<file path="src/rtl/prescaled_mod_counter.sv">
// prescaled_mod_counter
//   Up/down modulo counter whose count advances once every PRESCALE
//   qualified inc cycles. Counts 0..MODULUS-1 with wrap in both directions,
//   a one-cycle terminal-count pulse on each wrap and a sticky wrap flag.
//
// Ports
//   clk       sole clock, rising edge
//   clr       asynchronous reset, active low
//   sclr      synchronous clear (highest priority)
//   load      synchronous load of load_val, saturated to MODULUS-1
//   inc       count enable, advances the prescaler
//   dir       1 = up, 0 = down
//   load_val  load value
//   ovf_clr   clears sticky ovf (a wrap on the same edge wins)
//   count     current count (registered)
//   tc        terminal-count pulse (registered)
//   ovf       sticky wrap flag (registered)
module prescaled_mod_counter #(
  parameter int     WIDTH    = 30,
  parameter longint MODULUS  = 64'sd1 << 30,
  parameter int     PRESCALE = 1
) (
  input  logic             clk,
  input  logic             clr,
  input  logic             sclr,
  input  logic             inc,
  input  logic             dir,
  input  logic             load,
  input  logic [WIDTH-1:0] load_val,
  input  logic             ovf_clr,
  output logic [WIDTH-1:0] count,
  output logic             tc,
  output logic             ovf
);

  localparam int PW = $clog2(PRESCALE) + 1;

  // Constants sliced from wide intermediates so MODULUS = 2**WIDTH gives an
  // all-ones MAXV and the +1/-1 wrap lands exactly on natural overflow.
  localparam logic [63:0]      MAX64    = 64'(MODULUS - 1);
  localparam logic [WIDTH-1:0] MAXV     = MAX64[WIDTH-1:0];
  localparam logic [31:0]      PL32     = 32'(PRESCALE - 1);
  localparam logic [PW-1:0]    PRE_LAST = PL32[PW-1:0];

  generate
    if (WIDTH < 1 || WIDTH > 62 || MODULUS < 2 ||
        MODULUS > (64'sd1 << WIDTH) || PRESCALE < 1) begin : g_bad_params
      $fatal(1, "prescaled_mod_counter: illegal WIDTH/MODULUS/PRESCALE");
    end
  endgenerate

  logic [WIDTH-1:0] r_count;
  logic [PW-1:0]    r_pre;
  logic             r_tc;
  logic             r_ovf;

  logic             w_step;
  logic             w_at_end;
  logic             w_wrap;
  logic [WIDTH-1:0] w_cnt_step;
  logic [WIDTH-1:0] w_load_sat;

  always_comb begin
    // A step only happens when inc is the action that wins this edge.
    w_step     = ~sclr & ~load & inc & (r_pre == PRE_LAST);
    w_at_end   = dir ? (r_count == MAXV) : (r_count == '0);
    w_wrap     = w_step & w_at_end;
    w_cnt_step = r_count;
    if (dir) w_cnt_step = w_at_end ? '0   : r_count + WIDTH'(1);
    else     w_cnt_step = w_at_end ? MAXV : r_count - WIDTH'(1);
    w_load_sat = (load_val > MAXV) ? MAXV : load_val;
  end

  always_ff @(posedge clk or negedge clr) begin
    if (!clr) begin
      r_count <= '0;
      r_pre   <= '0;
      r_tc    <= 1'b0;
      r_ovf   <= 1'b0;
    end else begin
      r_tc <= 1'b0;
      if (sclr) begin
        r_count <= '0;
        r_pre   <= '0;
      end else if (load) begin
        r_count <= w_load_sat;
        r_pre   <= '0;
      end else if (inc) begin
        if (w_step) begin
          r_pre   <= '0;
          r_count <= w_cnt_step;
          r_tc    <= w_wrap;
        end else begin
          r_pre <= r_pre + PW'(1);
        end
      end
      // Sticky flag: a wrap beats a simultaneous clear.
      if (w_wrap)       r_ovf <= 1'b1;
      else if (ovf_clr) r_ovf <= 1'b0;
    end
  end

  assign count = r_count;
  assign tc    = r_tc;
  assign ovf   = r_ovf;

endmodule

</file>
<file path="config.mk">
export PLATFORM = sky130hd
export DESIGN_NAME = prescaled_mod_counter
export DESIGN_NICKNAME = d
export VERILOG_FILES = /design/src/rtl/prescaled_mod_counter.sv
export SDC_FILE = /design/constraint.sdc
export NUM_CORES = 1
export LEC_CHECK = 0
export ABC_CLOCK_PERIOD_IN_PS = 4700
export CAP_MARGIN = 5
export CELL_PAD_IN_SITES_DETAIL_PLACEMENT = 1
export CELL_PAD_IN_SITES_GLOBAL_PLACEMENT = 2
export CORE_ASPECT_RATIO = 0.9
export CORE_MARGIN = 2
export CORE_UTILIZATION = 32
export DETAILED_ROUTE_END_ITERATION = 12
export HOLD_SLACK_MARGIN = 0.1
export PLACE_DENSITY_LB_ADDON = 0.1
export SYNTH_ARGS = -nofsm -noshare
export SYNTH_HDL_FRONTEND = slang
export SYNTH_SLANG_ARGS = --single-unit
</file>
<file path="constraint.sdc">
create_clock -name clk -period 4.7 [get_ports clk]
set_input_delay 0.47 -clock clk [delete_from_list [all_inputs] [get_ports clk]]
set_output_delay 0.47 -clock clk [all_outputs]
set_load 0.05 [all_outputs]
</file>
==> flow_results.xml <==
<?xml version="1.0" encoding="UTF-8"?>
<metrics>
  <group name="logic_synthesis">
    <metric name="netlist.top_cell.by_area" unit="">sky130_fd_sc_hd__dfrtp_1</metric>
    <metric name="post_synth_edffs" unit="">0</metric>
    <metric name="synth_sequential_area_ratio" unit="">0.259</metric>
    <metric name="synthArstFlopShare" unit="">1.00</metric>
    <metric name="yosys.area.top_type_share" unit="">0.259</metric>
    <metric name="synth_cell_types" unit="">71</metric>
    <metric name="dominantRegCellSynth" unit="">sky130_fd_sc_hd__dfrtp_1</metric>
    <metric name="mappedNetlistNets" unit="">444</metric>
    <metric name="synth.cell_area" unit="um2">3190</metric>
    <metric name="syn_avg_cell_area" unit="um2">7.88</metric>
    <metric name="cell_with_the_most_instances_after_synthesis" unit="">sky130_fd_sc_hd__dfrtp_1</metric>
    <metric name="synth_cell_count_leaders" unit="">sky130_fd_sc_hd__dfrtp_1, sky130_fd_sc_hd__nor2_1, sky130_fd_sc_hd__nand2_1</metric>
    <metric name="postSynthCellCount" unit="">405</metric>
    <metric name="postSynthRegisterBits" unit="">33</metric>
    <metric name="netlist_top_cells_area" unit="">sky130_fd_sc_hd__dfrtp_1, sky130_fd_sc_hd__nor2_1, sky130_fd_sc_hd__a21oi_1</metric>
    <metric name="synthesis_warning_total" unit="">0</metric>
  </group>
  <group name="power_and_ir_drop">
    <metric name="switching_share" unit="">0.407</metric>
    <metric name="powerDensity" unit="nW/um2">227</metric>
    <metric name="seq_power_share" unit="">0.393</metric>
    <metric name="cellInternalPower" unit="uW">532</metric>
    <metric name="cellLeakagePower" unit="nW">1.40</metric>
    <metric name="combPwrFrac" unit="">0.360</metric>
    <metric name="clkPwrFrac" unit="">0.247</metric>
    <metric name="ir_worst_vdd" unit="mV">0.0954</metric>
    <metric name="power.switching" unit="uW">366</metric>
  </group>
  <group name="timing">
    <metric name="report.final.hold_viol_count" unit="">0</metric>
    <metric name="setup-violations-final" unit="">0</metric>
    <metric name="worst-slew-pin-transition" unit="ns">1.02</metric>
    <metric name="timing.final.crit_share" unit="">0.686</metric>
    <metric name="finalHoldWorstSlack" unit="ns">0.289</metric>
    <metric name="drv_slew" unit="">0</metric>
    <metric name="rsz0062_at_grt" unit="">no</metric>
    <metric name="fmax" unit="MHz">310</metric>
    <metric name="clock_skew" unit="ns">0.00780</metric>
    <metric name="maxSlewHeadroom" unit="">0.316</metric>
    <metric name="final_total_negative_setup_slack" unit="ns">0</metric>
    <metric name="timing.final.crit_period" unit="ns">3.22</metric>
  </group>
  <group name="cts">
    <metric name="cts_htree_levels" unit="">2</metric>
    <metric name="clk_latency" unit="ns">0.29</metric>
    <metric name="ctsLongestPathBuffers" unit="">2</metric>
    <metric name="cts.hold.buffers_added" unit="">0</metric>
    <metric name="cts_setup_buffers" unit="">0</metric>
    <metric name="cts_root_buf" unit="">sky130_fd_sc_hd__clkbuf_8</metric>
    <metric name="cts_buffers" unit="">5</metric>
    <metric name="clock_tree_from_tritoncts" unit="">done</metric>
    <metric name="cts_repair_resize_count" unit="">0</metric>
    <metric name="sinks_on_the_clock_net" unit="">33</metric>
    <metric name="worst_setup_hold_path_clk_slew" unit="ns">0.08</metric>
  </group>
  <group name="critical_path">
    <metric name="critPathLaunchType" unit="">primary input</metric>
    <metric name="cp_data_required_time" unit="ns">4.88</metric>
    <metric name="timing.critical_path.arrival" unit="ns">3.41</metric>
    <metric name="critical_path.max_fanout" unit="">22</metric>
    <metric name="worst-path-buf-inv" unit="">2</metric>
    <metric name="crit_path_top_delay_cell" unit="">sky130_fd_sc_hd__clkdlybuf4s50_1</metric>
    <metric name="criticalPathCategory" unit="">primary input to flop</metric>
    <metric name="worst_setup_path_end_kind" unit="">flop</metric>
    <metric name="crit_path_max_incr_delay" unit="ns">1.05</metric>
    <metric name="path_cells" unit="">clkdlybuf4s50_1 &gt; buf_4 &gt; a21boi_1 &gt; nor2b_1 &gt; o31ai_1 &gt; a221oi_1</metric>
    <metric name="timing.critical_path.max_delay_family" unit="">buffers and inverters</metric>
  </group>
  <group name="drt">
    <metric name="routed-wl-met3" unit="um">719</metric>
    <metric name="postRouteAntennaNets" unit="">0</metric>
    <metric name="detailed_route_wire_length_on_metal_1" unit="um">6340</metric>
    <metric name="first_drt_iteration_drcs" unit="">184</metric>
    <metric name="topRoutingLayerUsed" unit="">met4</metric>
    <metric name="vias_per_cell" unit="">6.02</metric>
    <metric name="detailroute.wirelength.met2" unit="um">5830</metric>
    <metric name="routed_wire_length" unit="um">12900</metric>
    <metric name="route.vias.total" unit="">3491</metric>
    <metric name="detailed_routing_iteration_count_for_the_pre_antenna_repair_pass" unit="">4</metric>
    <metric name="drc" unit="">0</metric>
    <metric name="detail_route.wl_per_cell" unit="um">22.3</metric>
  </group>
  <group name="placed_design">
    <metric name="dpl-instance-area" unit="um2">3870</metric>
    <metric name="buffer_ports.inserted" unit="">68</metric>
    <metric name="dpl.hpwl" unit="um">9100</metric>
    <metric name="weighted_congestion_reported_at_the_end_of_routability_driven_placement" unit="">0.918</metric>
  </group>
  <group name="run">
    <metric name="maxCapViolations" unit="">0</metric>
  </group>
  <group name="hold_path">
    <metric name="min-delay-path-class" unit="">primary input to async pin</metric>
  </group>
  <group name="floorplan">
    <metric name="io_pins" unit="">69</metric>
    <metric name="die-height" unit="um">98.8</metric>
    <metric name="design.die.area" unit="um2">10800</metric>
    <metric name="floorplan.core_area" unit="um2">9700</metric>
    <metric name="initial_core_util" unit="">0.329</metric>
    <metric name="core.rowCount" unit="">34</metric>
    <metric name="die-width" unit="um">109</metric>
  </group>
  <group name="finish">
    <metric name="antenna_cells_inserted" unit="">0</metric>
    <metric name="finalNetCount" unit="">492</metric>
    <metric name="final_core_occ" unit="">0.408</metric>
    <metric name="drive_gt1_frac" unit="">0.0771</metric>
    <metric name="syn_to_final_growth" unit="%">23.8</metric>
    <metric name="final_design_area_no_fill" unit="um2">3950</metric>
  </group>
  <group name="global_routing">
    <metric name="grt_first_pass_wirelength" unit="um">20600</metric>
    <metric name="number_of_global_route_vias_before_repair" unit="">3578</metric>
    <metric name="grt_max_degree" unit="">35</metric>
    <metric name="number_of_antenna_violations_at_the_first_check_in_global_routing" unit="">0</metric>
    <metric name="groute.usage.overall" unit="">0.247</metric>
    <metric name="globalRoute.totalOverflow" unit="">0</metric>
  </group>
  <group name="outcome">
    <metric name="status" unit="">finished clean</metric>
  </group>
</metrics>
[worst paths after layout]
check	cells after the start	end	from	slack (ns)
hold reg to reg	2	ovf	ovf	0.53
setup reg to reg	8	count[17]	count[0]	1.70
setup / recovery	6	count[23]	dir	1.48
hold / removal	1	count[6]	clr	0.29
max in group asynchronous	1	count[19]	clr	3.89
min in group clk	2	ovf	ovf	0.53
[power by group through the flow]
| stage | combinational, mW | clock (mW) | sequential [mW] |
|---|---|---|---|
| 2_1_floorplan | 0.161 | 0 | 0.391 |
| 3_3_place_gp | 0.320 | 0 | 0.357 |
| 3_5_place_dp | 0.322 | 0 | 0.357 |
| 4_1_cts | 0.323 | 0.230 | 0.351 |
| 5_1_grt | 0.347 | 0.240 | 0.358 |
| 6_report | 0.323 | 0.221 | 0.353 |
[metrics by stage]
step | worst slack, ns | total power [mW] | std cells
after floorplan | 1.85 | 0.552 | 405
after detailed placement | 1.21 | 0.679 | 572
after global placement | 1.29 | 0.677 | 572
final | 1.48 | 0.897 | 580
after global routing | 1.25 | 0.944 | 580
after CTS | 1.50 | 0.904 | 580
[registers in the layout, summed over array words and instances (netlist names)]
register  count
ovf           1
tc            1
count        30
r_pre         1
[cell type report]
| class | instances | area, um2 |
|---|---|---|
| Fill cell | 1197 | 5750 |
| Multi-Input combinational cell | 327 | 2110 |
| Sequential cell | 33 | 826 |
| Timing Repair Buffer | 77 | 743 |
| Tap cell | 126 | 158 |
| Clock buffer | 8 | 80.1 |
| Inverter | 9 | 33.8 |
[cell usage in the layout, fill, tap and decap left out, types with 5 or more instances in the layout]
cell,count
sky130_fd_sc_hd__nor2_1,32
sky130_fd_sc_hd__nand4_1,17
sky130_fd_sc_hd__a221oi_1,5
sky130_fd_sc_hd__inv_1,9
sky130_fd_sc_hd__or3_1,9
sky130_fd_sc_hd__clkdlybuf4s50_1,67
sky130_fd_sc_hd__dfrtp_1,33
sky130_fd_sc_hd__a211oi_1,11
sky130_fd_sc_hd__nor4_1,11
sky130_fd_sc_hd__a21oi_1,23
sky130_fd_sc_hd__nor3_1,22
sky130_fd_sc_hd__clkbuf_8,5
sky130_fd_sc_hd__o21ai_0,18
sky130_fd_sc_hd__o22ai_1,7
sky130_fd_sc_hd__xor2_1,6
sky130_fd_sc_hd__buf_4,9
sky130_fd_sc_hd__a31oi_1,5
sky130_fd_sc_hd__nand2_1,30
sky130_fd_sc_hd__xnor2_1,13
sky130_fd_sc_hd__and3_1,13
sky130_fd_sc_hd__nand3_1,17
[layer usage]
| metal | global-route usage | up-vias |
|---|---|---|
| met4 | 0.0380 | 0 |
| li1 | - | 1643 |
| met1 | 0.373 | 1741 |
| met5 | 0 | - |
| met3 | 0.0344 | 4 |
| met2 | 0.379 | 103 |
[kinds of logic after synthesis]
group | after synthesis | synth area share
mux | 5 | 0.0161
xor+xnor | 19 | 0.0521
compound gates | 108 | 0.236
buf+inv | 45 | 0.0799
simple gates | 193 | 0.350
flops | 33 | 0.259
fa+ha+maj | 2 | 0.00784
(Power assumes the default switching activity.)
